==> src/rtl/ctrl_pkg.sv <==
// Shared types and constants for the multi-cycle RV32I sequencer:
// the 3-bit state encoding, the base opcodes that decode as legal,
// and the address / next-PC select encodings.
package ctrl_pkg;

   typedef enum logic [2:0] {
      ST_FETCH  = 3'd0,
      ST_DECODE = 3'd1,
      ST_EXEC   = 3'd2,
      ST_MEM    = 3'd3,
      ST_WB     = 3'd4,
      ST_TRAP   = 3'd7
   } state_e;

   localparam int OPCODE_W = 7;

   localparam logic [OPCODE_W-1:0] OP_R      = 7'b0110011;
   localparam logic [OPCODE_W-1:0] OP_I      = 7'b0010011;
   localparam logic [OPCODE_W-1:0] OP_LOAD   = 7'b0000011;
   localparam logic [OPCODE_W-1:0] OP_STORE  = 7'b0100011;
   localparam logic [OPCODE_W-1:0] OP_BRANCH = 7'b1100011;
   localparam logic [OPCODE_W-1:0] OP_LUI    = 7'b0110111;
   localparam logic [OPCODE_W-1:0] OP_AUIPC  = 7'b0010111;
   localparam logic [OPCODE_W-1:0] OP_JAL    = 7'b1101111;
   localparam logic [OPCODE_W-1:0] OP_JALR   = 7'b1100111;

   // Memory address source
   localparam logic ADDR_PC  = 1'b0;
   localparam logic ADDR_ALU = 1'b1;

   // Next-PC source
   localparam logic PC_PLUS4  = 1'b0;
   localparam logic PC_TARGET = 1'b1;

   // True for the nine base opcodes the core executes; anything else traps.
   function automatic logic is_legal_op(input logic [OPCODE_W-1:0] op);
      logic legal;
      case (op)
         OP_R, OP_I, OP_LOAD, OP_STORE, OP_BRANCH,
         OP_LUI, OP_AUIPC, OP_JAL, OP_JALR: legal = 1'b1;
         default:                          legal = 1'b0;
      endcase
      return legal;
   endfunction

endpackage

==> src/rtl/multicycle_ctrl_mem_wait_timer.sv <==
// Memory watchdog: counts consecutive request cycles without an
// acknowledge and flags the cycle on which the limit is reached, so the
// sequencer can divert to TRAP instead of waiting forever.
// MEM_TIMEOUT = 0 turns the watchdog off (timeout_o never asserts).
module mem_wait_timer #(
   parameter int MEM_TIMEOUT = 15
) (
   input  logic clk_i,
   input  logic rst_i,
   input  logic clear_i,
   input  logic inc_i,
   output logic timeout_o
);

   localparam int CW = (MEM_TIMEOUT > 1) ? $clog2(MEM_TIMEOUT) : 1;
   localparam logic [CW-1:0] LAST = CW'((MEM_TIMEOUT > 0) ? MEM_TIMEOUT - 1 : 0);

   logic [CW-1:0] cnt_q;
   logic [CW-1:0] cnt_d;

   // Next count: clear wins, otherwise count stalled cycles and stop at the limit.
   always_comb begin
      cnt_d = cnt_q;
      if (clear_i) begin
         cnt_d = '0;
      end else if (inc_i && (cnt_q != LAST)) begin
         cnt_d = cnt_q + CW'(1);
      end
   end

   // Count register, cleared by the asynchronous reset.
   always_ff @(posedge clk_i or posedge rst_i) begin
      if (rst_i) begin
         cnt_q <= '0;
      end else begin
         cnt_q <= cnt_d;
      end
   end

   // The last allowed stalled cycle: an ack on this cycle still wins
   // because inc_i is only high when ack is low.
   assign timeout_o = (MEM_TIMEOUT != 0) && inc_i && (cnt_q == LAST);

endmodule

==> src/rtl/multicycle_ctrl.sv <==
// Multi-cycle sequencer for the RV32I core. Steps each instruction through
// FETCH, DECODE, EXEC, MEM and WB, sharing one req/ack memory port between
// instruction fetch and data access, and traps on illegal opcodes or when
// memory stops answering.
// Optional build macro CTRL_PERF_EN adds cycle and retired-instruction
// counters (o_cycle_cnt, o_instret_cnt) of width CNT_W.
module multicycle_ctrl
   import ctrl_pkg::*;
#(
   parameter int MEM_TIMEOUT = 15
`ifdef CTRL_PERF_EN
   ,
   parameter int CNT_W = 32
`endif
) (
   input  logic                i_clk,
   input  logic                i_rst,
   input  logic [OPCODE_W-1:0] i_opcode,
   input  logic                i_reg_write,
   input  logic                i_mem_read,
   input  logic                i_mem_write,
   input  logic                i_branch,
   input  logic                i_jump,
   input  logic                i_branch_taken,
   input  logic                i_mem_ack,
   output logic                o_mem_req,
   output logic                o_mem_we,
   output logic                o_addr_sel,
   output logic                o_ir_write,
   output logic                o_pc_write,
   output logic                o_pc_sel,
   output logic                o_rf_write,
   output logic                o_retire,
   output logic                o_trap,
`ifdef CTRL_PERF_EN
   output logic [CNT_W-1:0]    o_cycle_cnt,
   output logic [CNT_W-1:0]    o_instret_cnt,
`endif
   output logic [2:0]          o_state
);

   state_e state_q;
   state_e state_d;

   logic req_c;
   logic we_c;
   logic addr_sel_c;
   logic ir_write_c;
   logic pc_write_c;
   logic pc_sel_c;
   logic rf_write_c;
   logic retire_c;

   logic wd_clear;
   logic wd_inc;
   logic wd_timeout;

   // A stalled memory cycle is any FETCH/MEM cycle without ack. Derived from
   // the state register directly so it does not loop through the next-state logic.
   assign wd_inc = ((state_q == ST_FETCH) || (state_q == ST_MEM)) && !i_mem_ack;

   // The watchdog restarts whenever a new memory phase begins.
   assign wd_clear = (state_d != state_q) &&
                     ((state_d == ST_FETCH) || (state_d == ST_MEM));

   mem_wait_timer #(
      .MEM_TIMEOUT (MEM_TIMEOUT)
   ) u_mem_wait_timer (
      .clk_i     (i_clk),
      .rst_i     (i_rst),
      .clear_i   (wd_clear),
      .inc_i     (wd_inc),
      .timeout_o (wd_timeout)
   );

   // Next-state and strobe decode; every strobe defaults low.
   always_comb begin
      state_d    = state_q;
      req_c      = 1'b0;
      we_c       = 1'b0;
      addr_sel_c = ADDR_PC;
      ir_write_c = 1'b0;
      pc_write_c = 1'b0;
      pc_sel_c   = PC_PLUS4;
      rf_write_c = 1'b0;
      retire_c   = 1'b0;
      case (state_q)
         ST_FETCH: begin
            req_c      = 1'b1;
            addr_sel_c = ADDR_PC;
            if (i_mem_ack) begin
               ir_write_c = 1'b1;
               state_d    = ST_DECODE;
            end else if (wd_timeout) begin
               state_d = ST_TRAP;
            end
         end
         ST_DECODE: begin
            state_d = is_legal_op(i_opcode) ? ST_EXEC : ST_TRAP;
         end
         ST_EXEC: begin
            // Memory access outranks branch; branch outranks jump (jump resolves in WB).
            if (i_mem_read || i_mem_write) begin
               state_d = ST_MEM;
            end else if (i_branch) begin
               pc_write_c = 1'b1;
               pc_sel_c   = i_branch_taken ? PC_TARGET : PC_PLUS4;
               retire_c   = 1'b1;
               state_d    = ST_FETCH;
            end else begin
               state_d = ST_WB;
            end
         end
         ST_MEM: begin
            req_c      = 1'b1;
            addr_sel_c = ADDR_ALU;
            we_c       = i_mem_write;
            if (i_mem_ack) begin
               // A write strobe marks a store even if read is also high.
               if (i_mem_write) begin
                  pc_write_c = 1'b1;
                  pc_sel_c   = PC_PLUS4;
                  retire_c   = 1'b1;
                  state_d    = ST_FETCH;
               end else begin
                  state_d = ST_WB;
               end
            end else if (wd_timeout) begin
               state_d = ST_TRAP;
            end
         end
         ST_WB: begin
            rf_write_c = i_reg_write;
            pc_write_c = 1'b1;
            pc_sel_c   = i_jump ? PC_TARGET : PC_PLUS4;
            retire_c   = 1'b1;
            state_d    = ST_FETCH;
         end
         ST_TRAP: begin
            state_d = ST_TRAP;
         end
         default: begin
            state_d = ST_TRAP;
         end
      endcase
   end

   // State register; reset aborts any state, including an open memory request.
   always_ff @(posedge i_clk or posedge i_rst) begin
      if (i_rst) begin
         state_q <= ST_FETCH;
      end else begin
         state_q <= state_d;
      end
   end

   // Strobes are forced low while reset is held so an aborted request
   // drops immediately rather than showing the FETCH request.
   assign o_mem_req  = req_c      & ~i_rst;
   assign o_mem_we   = we_c       & ~i_rst;
   assign o_addr_sel = addr_sel_c & ~i_rst;
   assign o_ir_write = ir_write_c & ~i_rst;
   assign o_pc_write = pc_write_c & ~i_rst;
   assign o_pc_sel   = pc_sel_c   & ~i_rst;
   assign o_rf_write = rf_write_c & ~i_rst;
   assign o_retire   = retire_c   & ~i_rst;
   assign o_trap     = (state_q == ST_TRAP);
   assign o_state    = state_q;

`ifdef CTRL_PERF_EN
   logic [CNT_W-1:0] cycle_cnt_q;
   logic [CNT_W-1:0] cycle_cnt_d;
   logic [CNT_W-1:0] instret_cnt_q;
   logic [CNT_W-1:0] instret_cnt_d;

   // Counters run outside TRAP and wrap naturally at 2^CNT_W.
   always_comb begin
      cycle_cnt_d   = cycle_cnt_q;
      instret_cnt_d = instret_cnt_q;
      if (state_q != ST_TRAP) begin
         cycle_cnt_d = cycle_cnt_q + CNT_W'(1);
         if (retire_c) begin
            instret_cnt_d = instret_cnt_q + CNT_W'(1);
         end
      end
   end

   // Performance counter registers.
   always_ff @(posedge i_clk or posedge i_rst) begin
      if (i_rst) begin
         cycle_cnt_q   <= '0;
         instret_cnt_q <= '0;
      end else begin
         cycle_cnt_q   <= cycle_cnt_d;
         instret_cnt_q <= instret_cnt_d;
      end
   end

   assign o_cycle_cnt   = cycle_cnt_q;
   assign o_instret_cnt = instret_cnt_q;
`endif

endmodule

==> config.mk <==
export PLATFORM = sky130hd
export DESIGN_NAME = multicycle_ctrl
export DESIGN_NICKNAME = d
export VERILOG_FILES = /design/src/rtl/ctrl_pkg.sv /design/src/rtl/multicycle_ctrl_mem_wait_timer.sv /design/src/rtl/multicycle_ctrl.sv
export SDC_FILE = /design/constraint.sdc
export NUM_CORES = 1
export LEC_CHECK = 0
export ABC_AREA = 1
export CORE_MARGIN = 5
export CORE_UTILIZATION = 35
export CTS_CLUSTER_SIZE = 16
export DETAILED_ROUTE_END_ITERATION = 10
export PLACE_DENSITY = 0.78
export SYNTH_ARGS = -nofsm -noshare
export SYNTH_HDL_FRONTEND = slang
export SYNTH_SLANG_ARGS = --single-unit
export TNS_END_PERCENT = 20
==> constraint.sdc <==
create_clock -name i_clk -period 1.55 [get_ports i_clk]
set_clock_uncertainty 0.1 [all_clocks]
set_input_delay 0.155 -clock i_clk [delete_from_list [all_inputs] [get_ports i_clk]]
set_output_delay 0.155 -clock i_clk [all_outputs]
set_load 0.01 [all_outputs]
==> out/results.tsv <==
stage	metric	value	unit
power	total net switching power	883	uW
placement	hpwl dp	1.71	mm
critical_path	r2r setup slk	-0.26	ns
cells_and_area	share of cells above drive strength 1	50.3	%
critical_path	reg2reg start	o_state[1]	
sta	final setup vio count	13	
power	pwr dens	1420	mW/mm^2
sta	Slew @ Worst Pin	0.256	ns
cells_and_area	Finished Layout Cells	198	
route	post-detailed-route count of antenna-violating nets	0	
placement	Place WS	-0.405	ns
die	cell row count	16	
clock_network	CTS Buf Count	3	
route	Via Count	920	
synth	synthesized net count	125	
die	Initial Utilization	36.9	%
worst_hold_path	Hold Crit Class	primary input to async pin	
status	outcome	finished with violations	
critical_path	CP Class	flip-flop to flip-flop	
synth	Synth Area per Inst	6.83	um^2
critical_path	path depth of the worst reg2reg path	12	
route	# DRC	0	
global_route	initial antenna violation count	0	
sta	setup ws final	-0.259	ns
route	Iter 0 DRT Violations	8	
placement	placed cell areas	0.00121	mm^2
synth	biggest area consumer among synthesized cells	dfrtp_1	
route	Avg Vias per Cell	4.65	
route	DR WL/cell	12.5	um
synth	Synth Area in Adders	3.42	%
power	total power	1.97	mW
synth	post-synthesis sequential area ratio	24.0	%
sta	Worst slew margin	82.8	%
global_route	first-pass GRT wire length	3.81	mm
synth	Synth Area in Simple Gates	48.1	%
power	Clock power frac	8.1	%
cells_and_area	commonest non-fill, non-tap cell in the layout	buf_4	
sta	Max Slew Vio Count	0	
critical_path	CP Max Fanout	4	
synth	Distinct cells, synth	25	
critical_path	critical path arrival	1.85	ns
placement	cell total after placement	184	
power	combinational share of power	76.5	%
global_route	All-Layer GR Usage	15.1	%
global_route	number of global-route vias before repair	899	
route	TritonRoute pass-1 iters	4	
die	Die Area	0.00310	mm^2
critical_path	crit end category	flip-flop	
global_route	GRT Residual Overflow	0	
power	VDD IR max	1130	uV
synth	FF+latch count, synth	7	
job	Max-Cap Viols	0	
clock_network	cts hold-fix bufs	0	
synth	Syn. warnings	0	
sta	Fmax	0.553	GHz
synth	ranking of synthesized cells by area	dfrtp_1, nand2_1, inv_1	
clock_network	clk_lat worst skew	0.25	ns
route	drt total wl	2.48	mm
sta	min cycle time layout	1.81	ns
cells_and_area	post-route cell area	0.00139	mm^2
die	die extent in y	55.7	um
die	core area	0.00198	mm^2
sta	Hold Vio Cnt, Final	0	
synth	Synth top area share	24.0	%
die	Die X	55.7	um
critical_path	Worst R2R End	u_mem_wait_timer.cnt_q[2]	
power	Leak	0.746	nW
clock_network	Reg clk slew, reported paths	0.05	ns
global_route	largest net degree at the start of global routing	8	
synth	largest family of logic cells by synthesized area	simple AND/OR/NAND/NOR gates	
power	sequential share of power	15.4	%
clock_network	H-tree lvl count	1	
synth	Post-Synth XOR/XNOR Area	3.60	%
synth	Synth Instances	107	
power	Pint	1.09	mW
power	sw frac	44.8	%
synth	mux share of post-synthesis cell area	1.37	%
clock_network	Root Driver	clkbuf_4	
synth	area of the mapped netlist	731	um^2
die	Top Ports	28	
cells_and_area	Synth-to-Final Area Change	90.1	%
cells_and_area	nets	190	
critical_path	Critical Path Start Type	flip-flop	
status	failing checks	negative setup slack	
cells_and_area	Fill cells	146	
clock_network	Clock Sinks	7	
critical_path	CP Data Required Time	1.59	ns
clock_network	TritonCTS clock tree	yes	
cells_and_area	diode count	0	
sta	Period Utilization, post-route	117	%
cells_and_area	most frequent cells in the layout	buf_4, nand2_1, inv_1	
clock_network	Longest Clk Path Bufs	2	
sta	RSZ-0062 raised after global routing	yes	
synth	Compound-Gate Fraction of Synth Area	6.68	%
placement	Final GP Congestion	0.812	
placement	I/O Buffers	27	
[worst max path at each step]
stage	from	to	cells after the start
final	o_state[1]	u_mem_wait_timer.cnt_q[2]	12
after floorplan	o_state[1]	u_mem_wait_timer.cnt_q[2]	9
after global routing	o_state[1]	u_mem_wait_timer.cnt_q[0]	12
after detailed placement	i_mem_write	o_pc_sel	7
after global placement	i_mem_write	o_pc_sel	7
after CTS	o_state[0]	u_mem_wait_timer.cnt_q[2]	12
[cell families after synthesis]
group,count (synthesis)
flip-flops,7
XOR/XNOR,3
AND/OR/NAND/NOR,63
buffers and inverters,24
multiplexers,1
AO/OA/AOI/OAI,7
adder cells (fa/ha/maj),2
[cell type report]
| type | count | area [um^2] | area share, % |
|---|---|---|---|
| multi-input combinational | 76 | 556 | 40.0 |
| timing repair buffer | 61 | 509 | 36.7 |
| sequential | 7 | 178 | 12.8 |
| inverter | 23 | 86.3 | 6.22 |
| tap | 27 | 33.8 | 2.43 |
| clock buffer | 4 | 26.3 | 1.89 |
[Yosys cell counts, drive strengths merged]
master  instances
o21a            1
o21ai           2
buf             1
nand3          12
nor3            4
xor2            2
mux2i           1
inv            23
nor2           14
a32oi           1
nand3b          1
a21oi           3
dfrtp           7
nand2          32
ha              2
xnor2           1
[power by group through the flow]
stage               Sequential, mW  Clock, mW  Combinational (mW)
CTS                          0.293      0.166                1.39
finish                       0.303      0.159                1.51
global route                 0.305      0.179                1.63
global placement             0.316          0                1.13
detailed placement           0.321          0                1.17
floorplan                    0.340          0               0.596
[flip-flops by register name (all words and copies together) (netlist names)]
| signal | flops |
|---|---|
| o_state | 3 |
| u_mem_wait_timer.cnt_q | 4 |
[through the flow]
step,hold slack [ns],setup TNS (ns),util (%)
floorplan,-0.125,0,-
global placement,0.451,-3.01,60.9
detailed placement,0.463,-3.39,60.9
CTS,0.295,-2.01,66.5
global route,0.323,-3.07,70.1
finish,0.301,-2.13,70.1
[per-layer routing]
layer	global-route usage [%]	share of wire [%]
met2	31.4	56
met4	3.13	1.6
met1	12.7	36
met5	0	0
met3	6.96	6.8
[repair_timing]
item | in CTS | in global routing
buffers inserted | 9 | 1
pin swaps | 8 | 10
endpoints found under the setup margin | 16 | 15
gates resized for setup | 54 | 19
[worst max-delay path: stages, from the launching register on]
cell and delay (ns):
dfrtp_2 0.42, buf_6 0.13, nor2_4 0.15, buf_6 0.12, nand2_4 0.04, buf_6 0.12
nand2_4 0.09, nand2_4 0.06, nor2_4 0.14, nand2_2 0.08, xor2_2 0.16, nand2_2 0.07
inv_2 0.03
(Power assumes the default switching activity.)
